## config.mk

```make
export PLATFORM = sky130hd
export DESIGN_NAME = pipe_seq_ctrl
export DESIGN_NICKNAME = d
export VERILOG_FILES = /design/src/rtl/pipe_ctrl_pkg.sv /design/src/rtl/pipe_wdog.sv /design/src/rtl/pipe_seq_ctrl.sv
export SDC_FILE = /design/constraint.sdc
export NUM_CORES = 1
export LEC_CHECK = 0
export CAP_MARGIN = 20
export CELL_PAD_IN_SITES_DETAIL_PLACEMENT = 0
export CELL_PAD_IN_SITES_GLOBAL_PLACEMENT = 2
export CORE_MARGIN = 5
export CORE_UTILIZATION = 28
export CTS_CLUSTER_SIZE = 40
export DETAILED_ROUTE_END_ITERATION = 12
export PLACE_DENSITY_LB_ADDON = 0.1
export SLEW_MARGIN = 30
export SYNTH_ARGS = -nofsm -noshare
export SYNTH_HDL_FRONTEND = slang
export SYNTH_SLANG_ARGS = --single-unit
export TNS_END_PERCENT = 30
```

## constraint.sdc

```tcl
create_clock -name clock -period 3.2 [get_ports clock]
set_input_delay 0.64 -clock clock [delete_from_list [all_inputs] [get_ports clock]]
set_output_delay 0.64 -clock clock [all_outputs]
set_load 0.02 [all_outputs]
```

## src/rtl/pipe_ctrl_pkg.sv

```systemverilog
// Shared pipeline-control types: sequencer states, watchdog width and the major
// opcodes that decode and the hazard/bypass unit key off.
package pipe_ctrl_pkg;

   typedef enum logic [1:0] {
      RUN      = 2'd0,
      MEM_WAIT = 2'd1,
      HALT     = 2'd2
   } pipe_state_e;

   localparam int WDOG_W = 8;

   localparam logic [6:0] OPC_LOAD   = 7'b0000011;
   localparam logic [6:0] OPC_STORE  = 7'b0100011;
   localparam logic [6:0] OPC_JAL    = 7'b1101111;
   localparam logic [6:0] OPC_JALR   = 7'b1100111;
   localparam logic [6:0] OPC_SYSTEM = 7'b1110011;

   function automatic logic is_mem_op(input logic [6:0] opc);
      return (opc == OPC_LOAD) || (opc == OPC_STORE);
   endfunction

endpackage

```

## src/rtl/pipe_wdog.sv

```systemverilog
// Data-memory watchdog: counts stalled cycles and flags when the last allowed
// cycle is reached. Saturates instead of wrapping.
module pipe_wdog
   import pipe_ctrl_pkg::*;
#(
   parameter int MEM_TIMEOUT = 64
) (
   input  logic clock,
   input  logic reset,
   input  logic clr,
   input  logic inc,
   output logic expired
);

   localparam logic [WDOG_W-1:0] LAST = WDOG_W'(MEM_TIMEOUT - 1);

   logic [WDOG_W-1:0] cnt_q, cnt_d;

   always_comb begin
      cnt_d = cnt_q;
      if (clr)
         cnt_d = '0;
      else if (inc && (cnt_q != '1))
         cnt_d = cnt_q + WDOG_W'(1);
   end

   always_ff @(posedge clock) begin
      if (reset)
         cnt_q <= '0;
      else
         cnt_q <= cnt_d;
   end

   assign expired = (cnt_q == LAST);

endmodule

```

## src/rtl/pipe_seq_ctrl.sv

```systemverilog
// Five-stage pipeline sequencer: turns stall/redirect/memory handshakes into stage
// enables and valid bits. Optional performance counters under PIPE_PERF_CNT_EN.
module pipe_seq_ctrl
   import pipe_ctrl_pkg::*;
#(
   parameter int MEM_TIMEOUT = 64
`ifdef PIPE_PERF_CNT_EN
   , parameter int CNT_W = 32
`endif
) (
   input  logic clock,
   input  logic reset,
   input  logic hazard_stall,
   input  logic redirect_e,
   input  logic imem_ready,
   input  logic dmem_req_m,
   input  logic dmem_ready,
   input  logic halt_w,
   output logic pc_en,
   output logic en_d,
   output logic en_e,
   output logic en_m,
   output logic en_w,
   output logic valid_d,
   output logic valid_e,
   output logic valid_m,
   output logic valid_w,
   output logic bubble_e,
   output logic flush_d,
   output logic halted,
   output logic bus_error
`ifdef PIPE_PERF_CNT_EN
   , output logic [CNT_W-1:0] cycle_cnt
   , output logic [CNT_W-1:0] instret_cnt
   , output logic [CNT_W-1:0] stall_cnt
`endif
);

   pipe_state_e state_q, state_d;
   logic valid_d_q, valid_d_d, valid_e_q, valid_e_d;
   logic valid_m_q, valid_m_d, valid_w_q, valid_w_d;
   logic halted_q, halted_d, bus_error_q, bus_error_d;
   logic mem_freeze, frozen, wdog_expired;

   assign mem_freeze = valid_m_q & dmem_req_m & ~dmem_ready;
   assign frozen     = reset || (state_q == HALT) || mem_freeze ||
                       ((state_q == MEM_WAIT) && !dmem_ready);

   // A completing access in MEM_WAIT lifts the freeze, so E is re-sampled that cycle.
   always_comb begin
      pc_en    = 1'b0;
      en_d     = 1'b0;
      en_e     = 1'b0;
      en_m     = 1'b0;
      en_w     = 1'b0;
      bubble_e = 1'b0;
      flush_d  = 1'b0;
      if (!frozen) begin
         if (redirect_e && valid_e_q) begin
            {pc_en, en_d, en_e, en_m, en_w} = 5'b11111;
            flush_d  = 1'b1;
            bubble_e = 1'b1;
         end else if (hazard_stall && valid_d_q) begin
            {en_e, en_m, en_w} = 3'b111;
            bubble_e = 1'b1;
         end else if (!imem_ready) begin
            {en_d, en_e, en_m, en_w} = 4'b1111;
            flush_d = 1'b1;
         end else begin
            {pc_en, en_d, en_e, en_m, en_w} = 5'b11111;
         end
      end
   end

   always_comb begin
      valid_d_d   = en_d ? (imem_ready & ~flush_d) : valid_d_q;
      valid_e_d   = en_e ? (valid_d_q & ~bubble_e) : valid_e_q;
      valid_m_d   = en_m ? valid_e_q : valid_m_q;
      valid_w_d   = en_w ? valid_m_q : valid_w_q;
      state_d     = state_q;
      bus_error_d = bus_error_q;
      unique case (state_q)
         RUN: begin
            if (mem_freeze)
               state_d = MEM_WAIT;
            else if (valid_w_q && halt_w)
               state_d = HALT;
         end
         MEM_WAIT: begin
            if (dmem_ready)
               state_d = (valid_w_q && halt_w) ? HALT : RUN;
            else if (wdog_expired) begin
               state_d     = HALT;
               bus_error_d = 1'b1;
            end
         end
         default: state_d = HALT;
      endcase
      halted_d = (state_d == HALT);
   end

   always_ff @(posedge clock) begin
      if (reset) begin
         state_q     <= RUN;
         valid_d_q   <= 1'b0;
         valid_e_q   <= 1'b0;
         valid_m_q   <= 1'b0;
         valid_w_q   <= 1'b0;
         halted_q    <= 1'b0;
         bus_error_q <= 1'b0;
      end else begin
         state_q     <= state_d;
         valid_d_q   <= valid_d_d;
         valid_e_q   <= valid_e_d;
         valid_m_q   <= valid_m_d;
         valid_w_q   <= valid_w_d;
         halted_q    <= halted_d;
         bus_error_q <= bus_error_d;
      end
   end

   pipe_wdog #(.MEM_TIMEOUT(MEM_TIMEOUT)) u_wdog (
      .clock   (clock),
      .reset   (reset),
      .clr     (state_q == RUN),
      .inc     (state_q == MEM_WAIT),
      .expired (wdog_expired)
   );

   assign valid_d   = valid_d_q;
   assign valid_e   = valid_e_q;
   assign valid_m   = valid_m_q;
   assign valid_w   = valid_w_q;
   assign halted    = halted_q;
   assign bus_error = bus_error_q;

`ifdef PIPE_PERF_CNT_EN
   logic [CNT_W-1:0] cycle_cnt_q, cycle_cnt_d;
   logic [CNT_W-1:0] instret_cnt_q, instret_cnt_d;
   logic [CNT_W-1:0] stall_cnt_q, stall_cnt_d;

   always_comb begin
      cycle_cnt_d   = cycle_cnt_q;
      instret_cnt_d = instret_cnt_q;
      stall_cnt_d   = stall_cnt_q;
      if (state_q != HALT)
         cycle_cnt_d = cycle_cnt_q + CNT_W'(1);
      if (valid_w_q && en_w)
         instret_cnt_d = instret_cnt_q + CNT_W'(1);
      if (!pc_en && (state_q != HALT))
         stall_cnt_d = stall_cnt_q + CNT_W'(1);
   end

   always_ff @(posedge clock) begin
      if (reset) begin
         cycle_cnt_q   <= '0;
         instret_cnt_q <= '0;
         stall_cnt_q   <= '0;
      end else begin
         cycle_cnt_q   <= cycle_cnt_d;
         instret_cnt_q <= instret_cnt_d;
         stall_cnt_q   <= stall_cnt_d;
      end
   end

   assign cycle_cnt   = cycle_cnt_q;
   assign instret_cnt = instret_cnt_q;
   assign stall_cnt   = stall_cnt_q;
`endif

endmodule

```

* Yosys cells after proc, flatten, opt, wreduce, memory -nomap -nowiden
Cells that the tools add are included.
** Storage, ports and cells
- Word-level logic and storage cells :: 54
- Flip-flop bits (word level) :: 16
** Operators by class
- Bitwise operators :: 7
- Eq/ne operators :: 5
- Reduce and logical (&&, ||, !) cells :: 12
- Muxes and demuxes :: 21
- $add $sub $neg :: 1
** Operators with widths (count)
- $mux 1 :: 15
- $mux 2 :: 5
- $add 8x1->8 const B :: 1
- $eq 8x6->1 const B :: 1
- $ne 8x8->1 const B :: 1
- $logic_and 1x1->1 :: 5
- $and 1x1->1 :: 4
- $eq 2x2->1 const B :: 2
- $pmux 2 s2 :: 1
- $logic_or 1x1->1 :: 3
- $not 1->1 :: 3
- $reduce_and 3->1 :: 1
- $eq 2x1->1 const B :: 1
- $logic_not 2->1 :: 1
- $reduce_or 2->1 :: 1
- $logic_not 1->1 :: 1

* Longest topological paths before layout
Gate-level depths: netlist of the first run.
- Depth after elaboration :: 7
- Mapped depth :: 6

* Hierarchy
Synthesis of the first run repeated with hierarchy kept, for this count alone.
** Second synthesis, totals
- Cells, all modules :: 102
- Area total of the unflattened synthesis :: 853.3 µm²
** By module, submodules not included
- pipe_wdog :: instances 1, seq. area each 160.2 µm², cells each 50, area an instance 427.9 µm²
- pipe_seq_ctrl :: instances 1, seq. area each 160.2 µm², cells each 52, area an instance 425.4 µm²

* Worst setup path before layout of the first run
Ideal clock, no wire load.
- Kind :: in2out
- Start point :: in reset
- End point :: out en_d
- Path slack :: 0.916 ns
- Data required time :: 2.560 ns
- Cell stages on the path :: 3
- Data arrival time :: 1.644 ns
- Cell sequence :: clkbuf_1 or3_1 a31oi_1
** On the way
- Word-level cells in the longest chain between the ends :: 4
** RTL lines
- from (decl) :: line pipe_seq_ctrl.sv:12 : input logic reset,
- $logic_or 1x1->1 (3 in series) :: line pipe_seq_ctrl.sv:46 : assign frozen = reset || (state_q == HALT) || mem_freeze ||
- $mux 1 :: line pipe_seq_ctrl.sv:58 : if (!frozen) begin
- to (decl) :: line pipe_seq_ctrl.sv:20 : output logic en_d,
No other way between the ends.

* Worst setup path after layout of the first run
- Start point :: in dmem_ready
- End point :: out en_w
** On the way
- Word-level cells in the longest chain between the ends :: 5
- Elaborated cells between the ends (all ways) :: 7
- Those cells by class :: mux (1); bitwise (2); reduce/logical (4)
** RTL lines
- from (decl) :: line pipe_seq_ctrl.sv:17 : input logic dmem_ready,
- $not 1->1 (no source line)
- $and 1x1->1 :: line pipe_seq_ctrl.sv:45 : assign mem_freeze = valid_m_q & dmem_req_m & ~dmem_ready;
- $logic_or 1x1->1 :: line pipe_seq_ctrl.sv:46
- $logic_or 1x1->1 (*) :: line pipe_seq_ctrl.sv:46
- $mux 1 (*) :: line pipe_seq_ctrl.sv:58
- to (decl) :: line pipe_seq_ctrl.sv:23 : output logic en_w,
Mark *: on every way between the ends. The rest lies on a longest branch, timed or not.

==> results of run 1 <==
[routing by layer]
metal  vias to the layer above  global-route usage, %  part of all wire [%]
li1                        396                      -                     -
met1                       368                  10.80                    45
met2                        11                  17.39                    50
met3                         2                  4.618                   4.1
met4                         0                  3.636                  0.74
met5                         -                      0                     0
[critical path, stage by stage]
cell,delay (ns)
clkdlybuf4s50_1,0.54
a21oi_1,0.12
or3_1,0.45
inv_1,0.12
clkdlybuf4s50_1,0.61
[metrics by stage]
step,cell area [sq um],instances,utilization [%],hold WS (ns)
detailed placement,1016,144,36.84,0.4430
global route,1049,147,38.02,0.4808
global placement,1016,144,36.84,0.4351
floorplan,799.5,96,-,0.4521
finish,1049,147,38.02,0.4536
CTS,1039,147,37.66,0.4586
[flip-flops by register name, indices dropped and copies added, names as in the netlist]
name          cells
bus_error         1
valid_w           1
halted            1
valid_d           1
valid_m           1
u_wdog.cnt_q      8
state_q           2
valid_e           1
[cells in the mapped netlist]
master / n
a21oi_1: 16
dfxtp_1: 16
nand2_1: 7
o21ai_0: 7
nand3_1: 5
inv_1: 4
nand4_1: 4
nor2_1: 4
or3_1: 4
nor2b_1: 3
a211oi_1: 2
a21o_1: 2
buf_4: 2
nand2b_1: 2
nor4_1: 2
o31ai_1: 2
or4_1: 2
a311oi_1: 1
a31oi_1: 1
buf_6: 1
clkbuf_1: 1
ha_1: 1
mux2i_1: 1
nand2b_4: 1
nor3_1: 1
o21bai_1: 1
o21bai_4: 1
or2b_1: 1
xor2_1: 1
[layout make-up]
type,count,area (sq um)
Fill cell,292,1709
Multi-Input combinational cell,72,434.2
Inverter,4,15.01
Sequential cell,16,320.3
Timing Repair Buffer,21,217.7
Tap cell,31,38.79
Clock buffer,3,22.52
[cells by family after synthesis]
group | count (synthesis)
AND/OR/NAND/NOR | 36
AO/OA/AOI/OAI | 33
flip-flops | 16
XOR/XNOR | 1
adder cells (fa/ha/maj) | 1
buffers and inverters | 8
multiplexers | 1
[final timing paths]
kind	from	to
worst min-delay path	bus_error	bus_error
worst min register to register	bus_error	bus_error
worst max register to register	u_wdog.cnt_q[0]	halted
worst max-delay path	dmem_ready	en_w
[repair_timing]
item / in CTS / in global routing
gates resized for setup: 0 / 4
setup endpoints to repair: 0 / 4
hold endpoints to repair: 0 / 0
[cell usage in the layout (no fill, tap or decap)]
| cell | synthesis | layout |
|---|---|---|
| nand2_1 | 7 | 7 |
| nor2b_1 | 3 | 3 |
| o31ai_1 | 2 | 2 |
| nand2b_4 | 1 | 1 |
| a21o_1 | 2 | 2 |
| o21bai_1 | 1 | 1 |
| o21bai_4 | 1 | 1 |
| o21ai_0 | 7 | 7 |
| a21oi_1 | 16 | 16 |
| clkbuf_4 | 0 | 3 |
| or2b_1 | 1 | 1 |
| dfxtp_1 | 16 | 16 |
| xor2_1 | 1 | 1 |
| a211oi_1 | 2 | 2 |
| buf_4 | 2 | 1 |
| a311oi_1 | 1 | 1 |
| dlymetal6s2s_1 | 0 | 4 |
| nor2_1 | 4 | 4 |
| clkdlybuf4s50_1 | 0 | 16 |
| nand3_1 | 5 | 5 |
| nor3_1 | 1 | 1 |
| nand4_1 | 4 | 4 |
| inv_1 | 4 | 4 |
| nand2b_1 | 2 | 2 |
| or3_1 | 4 | 4 |
| ha_1 | 1 | 1 |
| mux2i_1 | 1 | 1 |
| or4_1 | 2 | 2 |
| a31oi_1 | 1 | 1 |
| nor4_1 | 2 | 2 |
[report_power, final]
part	switching [uW]	internal [uW]
registers	2.34	201
logic	22.8	24.9
clock network	63.2	43.7
total	88.4	270
==> flow_summary_export.csv, run 1 <==
group,metric,value,unit
route,avgRoutedWirePerCell,12.83,um
synthesis,synth.ff_latch_count,16,
timing,final.setup.tns,0,ns
timing,fmax,321.2,MHz
min_path,min_path_cells,2,
timing,fin_ws,0.08681,ns
final_layout,syn2layout_area_growth,31.14,%
timing,grt_setup_unrepaired,"false",
cts,clk_latency,0.28,ns
timing,period_share,97.29,%
route,via_per_inst,5.286,
synthesis,yosys.cell_types.count,29,
power,power,358.0,uW
global_route,antenna_found_initial,0,
global_route,grt_pass1_vias,756,
synthesis,synth_fa_ha_area_share,1.565,%
cts,clockBufferDepth,2,
power,p_leak,0.0003887,uW
timing,relSlewSlack,56.86,%
worst_setup_path,crit_path_max_fanout,5,
power,power.density,341.4,nW/um^2
cts,cts_setup_buffers,0,
placed_design,finalWeightedCongestion,0.7592,
timing,finalMaxSlewViolations,0,
worst_setup_path,end_kind,"output pin",
route,drc_errors,0,
route,finalWirelength,1886,um
run,maxCapViolations,0,
worst_setup_path,reg2reg_depth,5,
final_layout,fin_nets,127,
power,ir_drop,249.1,uV
global_route,grt_max_degree,12,
timing,finalClockSkew,0.001132,ns
worst_setup_path,worstSetupPathType,"in2out",
route,dr.pass1.iters,4,
timing,setup_violations,0,
placed_design,dp_slack,0.04779,ns
worst_setup_path,arrival,2.47,ns
placed_design,io_buffers,20,
cts,clk_pin_slew_worst_paths,0.09,ns
synthesis,syn-num-nets,105,
timing,final_hold_viol_count,0,
synthesis,yosysSeqAreaShare,40.06,%
final_layout,antennaDiodeCount,0,
synthesis,yosys_warnings,0,
global_route,overflow,0,
floorplan,chipHeight,63.44,um
cts,cts_num_sinks,16,
synthesis,synth_xor_xnor_area_share,1.095,%
worst_setup_path,ff2ff_setup_slack,1.57,ns
global_route,grt_first_pass_wirelength,3305,um
min_path,hold_path_class,"reg2reg",
synthesis,synth_mux_area_share,1.252,%
floorplan,coreArea,2758,sq um
cts,numCtsBuffers,3,
route,detail_route.iter0.violations,41,
worst_setup_path,cp.required,2.56,ns
timing,period_needed,3.113,ns
floorplan,die_w,63.44,um
cts,htree_num_levels,1,
floorplan,floorplan.die_area,4024,sq um
synthesis,synth_compound_area_share,25.20,%
synthesis,syn_area,799.5,sq um
floorplan,fp-row-count,19,
synthesis,synthTopCellsByArea,"dfxtp_1 40%, a21oi_1 10%, o21ai_0 4.4%, nand2_1 3.3%, nand3_1 3.1%",
cts,postCtsHoldBufs,0,
floorplan,ios,21,
outcome,status,"complete, no violations",
global_route,grt_use_total,10.13,%
synthesis,synthSimpleGateAreaFrac,25.20,%
route,ant_nets,0,
worst_setup_path,cp-start-kind,"input pin",
synthesis,synth_top_family_by_area,"simple AND/OR/NAND/NOR gates",
final_layout,drive_gt1_share,5.172,%
floorplan,start_util,28.99,%
synthesis,synthCells,96,
synthesis,synth_area_leader_cell,"dfxtp_1",
synthesis,syn_area_per_cell,8.328,sq um
route,vias,777,
cts,cts_tree,"yes",
cts,cts-root-buf,"clkbuf_4",
timing,tightest_slew,0.6457,ns
synthesis,netlist.area_leader.share,40.06,%
placed_design,hpwl,1429,um
No activity file was read; power rests on OpenSTA's default activity.
==> run 2, diff against run 1 <==
--- a/config.mk
+++ b/config.mk
@@ -5,7 +5,7 @@
 export SDC_FILE = /design/constraint.sdc
 export NUM_CORES = 1
 export LEC_CHECK = 0
-export CAP_MARGIN = 20
+export CAP_MARGIN = 5
 export CELL_PAD_IN_SITES_DETAIL_PLACEMENT = 0
 export CELL_PAD_IN_SITES_GLOBAL_PLACEMENT = 2
 export CORE_MARGIN = 5
==> results of run 2 <==
The final DEF is identical to that of run 1; final timing and power are the same.
==> run 3, diff against run 2 <==
--- a/config.mk
+++ b/config.mk
@@ -9,7 +9,8 @@
 export CELL_PAD_IN_SITES_DETAIL_PLACEMENT = 0
 export CELL_PAD_IN_SITES_GLOBAL_PLACEMENT = 2
 export CORE_MARGIN = 5
-export CORE_UTILIZATION = 28
+export CORE_UTILIZATION = 24
+export CTS_CLUSTER_DIAMETER = 200
 export CTS_CLUSTER_SIZE = 40
 export DETAILED_ROUTE_END_ITERATION = 12
 export PLACE_DENSITY_LB_ADDON = 0.1
==> constraint.sdc (replaced) <==
create_clock -name clock -period 2.6 [get_ports clock]
set_input_delay 0.52 -clock clock [delete_from_list [all_inputs] [get_ports clock]]
set_output_delay 0.52 -clock clock [all_outputs]
set_load 0.02 [all_outputs]
==> run 3 against run 2 <==
Against the previous run:
- clock skew up 0.0039 ns
- worst hold slack better by 0.0054 ns
- clock power is 57% higher
- routed wire length up 6.3%
- worst setup slack worse by 0.083 ns
- first-iteration DRC count is 34% lower
- critical endpoint is now en_d
- largest power group unchanged
- cell count grew 14%
==> flow_summary_export.csv, run 3 (synthesis results as in run 1) <==
group,metric,value,unit
placed_design,finalWeightedCongestion,0.7735,
route,detail_route.iter0.violations,27,
cts,numCtsBuffers,3,
floorplan,floorplan.die_area,4585,sq um
worst_setup_path,cp.required,2.08,ns
final_layout,fin_cells,167,
timing,relSlewSlack,54.88,%
timing,period_needed,2.597,ns
cts,clk_pin_slew_worst_paths,0.10,ns
placed_design,io_buffers,20,
global_route,grt_first_pass_wirelength,3387,um
global_route,grt_use_total,9.728,%
timing,fin_ws,0.003384,ns
final_layout,regMostFlops,"u_wdog.cnt_q",
route,avgRoutedWirePerCell,12.00,um
final_layout,antennaDiodeCount,0,
outcome,status,"complete, no violations",
power,p_leak,0.0003633,uW
floorplan,coreArea,3284,sq um
global_route,grt_max_degree,12,
final_layout,drive_gt1_share,14.05,%
route,vias,782,
placed_design,placed_cell_area,1065,sq um
worst_setup_path,crit_path_max_fanout,5,
worst_setup_path,max_stage_delay,0.44,ns
timing,tightest_slew,0.6754,ns
cts,cts_num_sinks,16,
route,ant_nets,0,
route,via_per_inst,4.683,
floorplan,die_w,67.72,um
timing,grt_setup_unrepaired,"true",
worst_setup_path,startpoint,"dmem_req_m",
global_route,antenna_found_initial,0,
power,power,473.8,uW
timing,period_share,99.87,%
placed_design,dp_slack,-0.2948,ns
route,dr.pass1.iters,4,
worst_setup_path,cp-start-kind,"input pin",
floorplan,ios,21,
cts,cts-root-buf,"clkbuf_4",
power,ir_drop,193.3,uV
floorplan,fp-row-count,21,
final_layout,syn2layout_area_growth,33.96,%
worst_setup_path,arrival,2.08,ns
placed_design,dpl.cell_count,163,
cts,clk_latency,0.29,ns
timing,finalClockSkew,0.005033,ns
cts,cts_tree,"yes",
route,top_layer_used,"met4",
final_layout,mostFrequentLayoutCells,"16 x a21oi_1, 16 x dfxtp_1, 13 x clkdlybuf4s50_1",
worst_setup_path,end_kind,"output pin",
timing,fmax,385.1,MHz
global_route,grt_pass1_vias,757,
route,wl_met2,980,um
final_layout,fill_cells,382,
timing,setup_violations,0,
worst_setup_path,crit_chain,"clkdlybuf4s50_1 -> nand2_1 -> a21oi_1 -> or3_1 -> a31oi_1 -> clkdlybuf4s15_1",
worst_setup_path,cpMaxStageDelayCell,"or3_1",
cts,clockBufferDepth,2,
route,dr_wl_met3,60,um
cts,postCtsHoldBufs,0,
power,power.density,442.3,nW/um^2
floorplan,start_util,24.34,%
route,met1_length,944,um
timing,finalMaxSlewViolations,0,
final_layout,largest_reg_flops,8,
timing,final_hold_viol_count,0,
route,finalWirelength,2004,um
run,maxCapViolations,0,
route,drc_errors,0,
worst_setup_path,worstSetupPathType,"in2out",
final_layout,final_area,1071,sq um
final_layout,fin_nets,131,
final_layout,top_regs,"u_wdog.cnt_q (8), state_q (2)",
global_route,overflow,0,
min_path,min-delay-start,"bus_error",
placed_design,hpwl,1490,um
min_path,hold_path_class,"reg2reg",
cts,cts_setup_buffers,0,
worst_setup_path,rr_startpoint,"u_wdog.cnt_q[0]",
floorplan,chipHeight,67.72,um
cts,htree_num_levels,1,
## run 3: cell types whose count changed in the layout (fill, tap and decap cells not counted), sizes merged
| cell | change |
|---|---|
| dlymetal6s2s | -4 |
| clkdlybuf4s15 | +1 |
| buf | +4 |
| clkbuf | +7 |
| clkdlybuf4s50 | -3 |
## run 3: what timing repair did
item	4_1_cts	5_1_grt
setup endpoints to repair	7	7
gates resized for setup	9	11
hold endpoints to repair	0	0
## run 3: where the power goes
group | total, uW | switching [uW] | internal (uW)
Clock | 168 | 82.5 | 85.2
Combinational | 55.8 | 28.6 | 27.2
Sequential | 250 | 2.80 | 247
## run 3: worst paths after layout
| kind | end | slack [ns] | cells past startpoint |
|---|---|---|---|
| worst max-delay path | en_d | 0.003 | 6 |
| worst min-delay path | bus_error | 0.46 | 2 |
| worst max register to register | halted | 0.91 | 5 |
| worst min register to register | bus_error | 0.46 | 2 |
## run 3: final cells by class
class,instances,area [sq um],area share [%]
timing repair buffer,25,207.7,19.39
inverter,4,15.01,1.402
clock buffer,4,36.28,3.388
tap,46,57.56,5.374
sequential,16,320.3,29.91
multi-input combinational,72,434.2,40.54
## run 3: per-layer routing
layer,GRT usage [%],up-vias
met3,3.661,2
met1,11.49,366
met2,16.40,14
li1,-,400
met4,2.532,0
met5,0,-
## run 3: critical path, delay by kind of cell
kind | cells | cell delay, ns
compound gates | 2 | 0.28
simple gates | 2 | 0.53
buf+inv | 2 | 0.74
## run 3: through the flow
stage / TNS, ns / utilization, % / hold WS [ns]
floorplan: 0 / - / 0.4521
global placement: -1.693 / 32.42 / 0.4351
detailed placement: -1.774 / 32.42 / 0.4455
CTS: 0 / 33.33 / 0.4615
global route: -0.09741 / 32.61 / 0.4880
finish: 0 / 32.61 / 0.4590
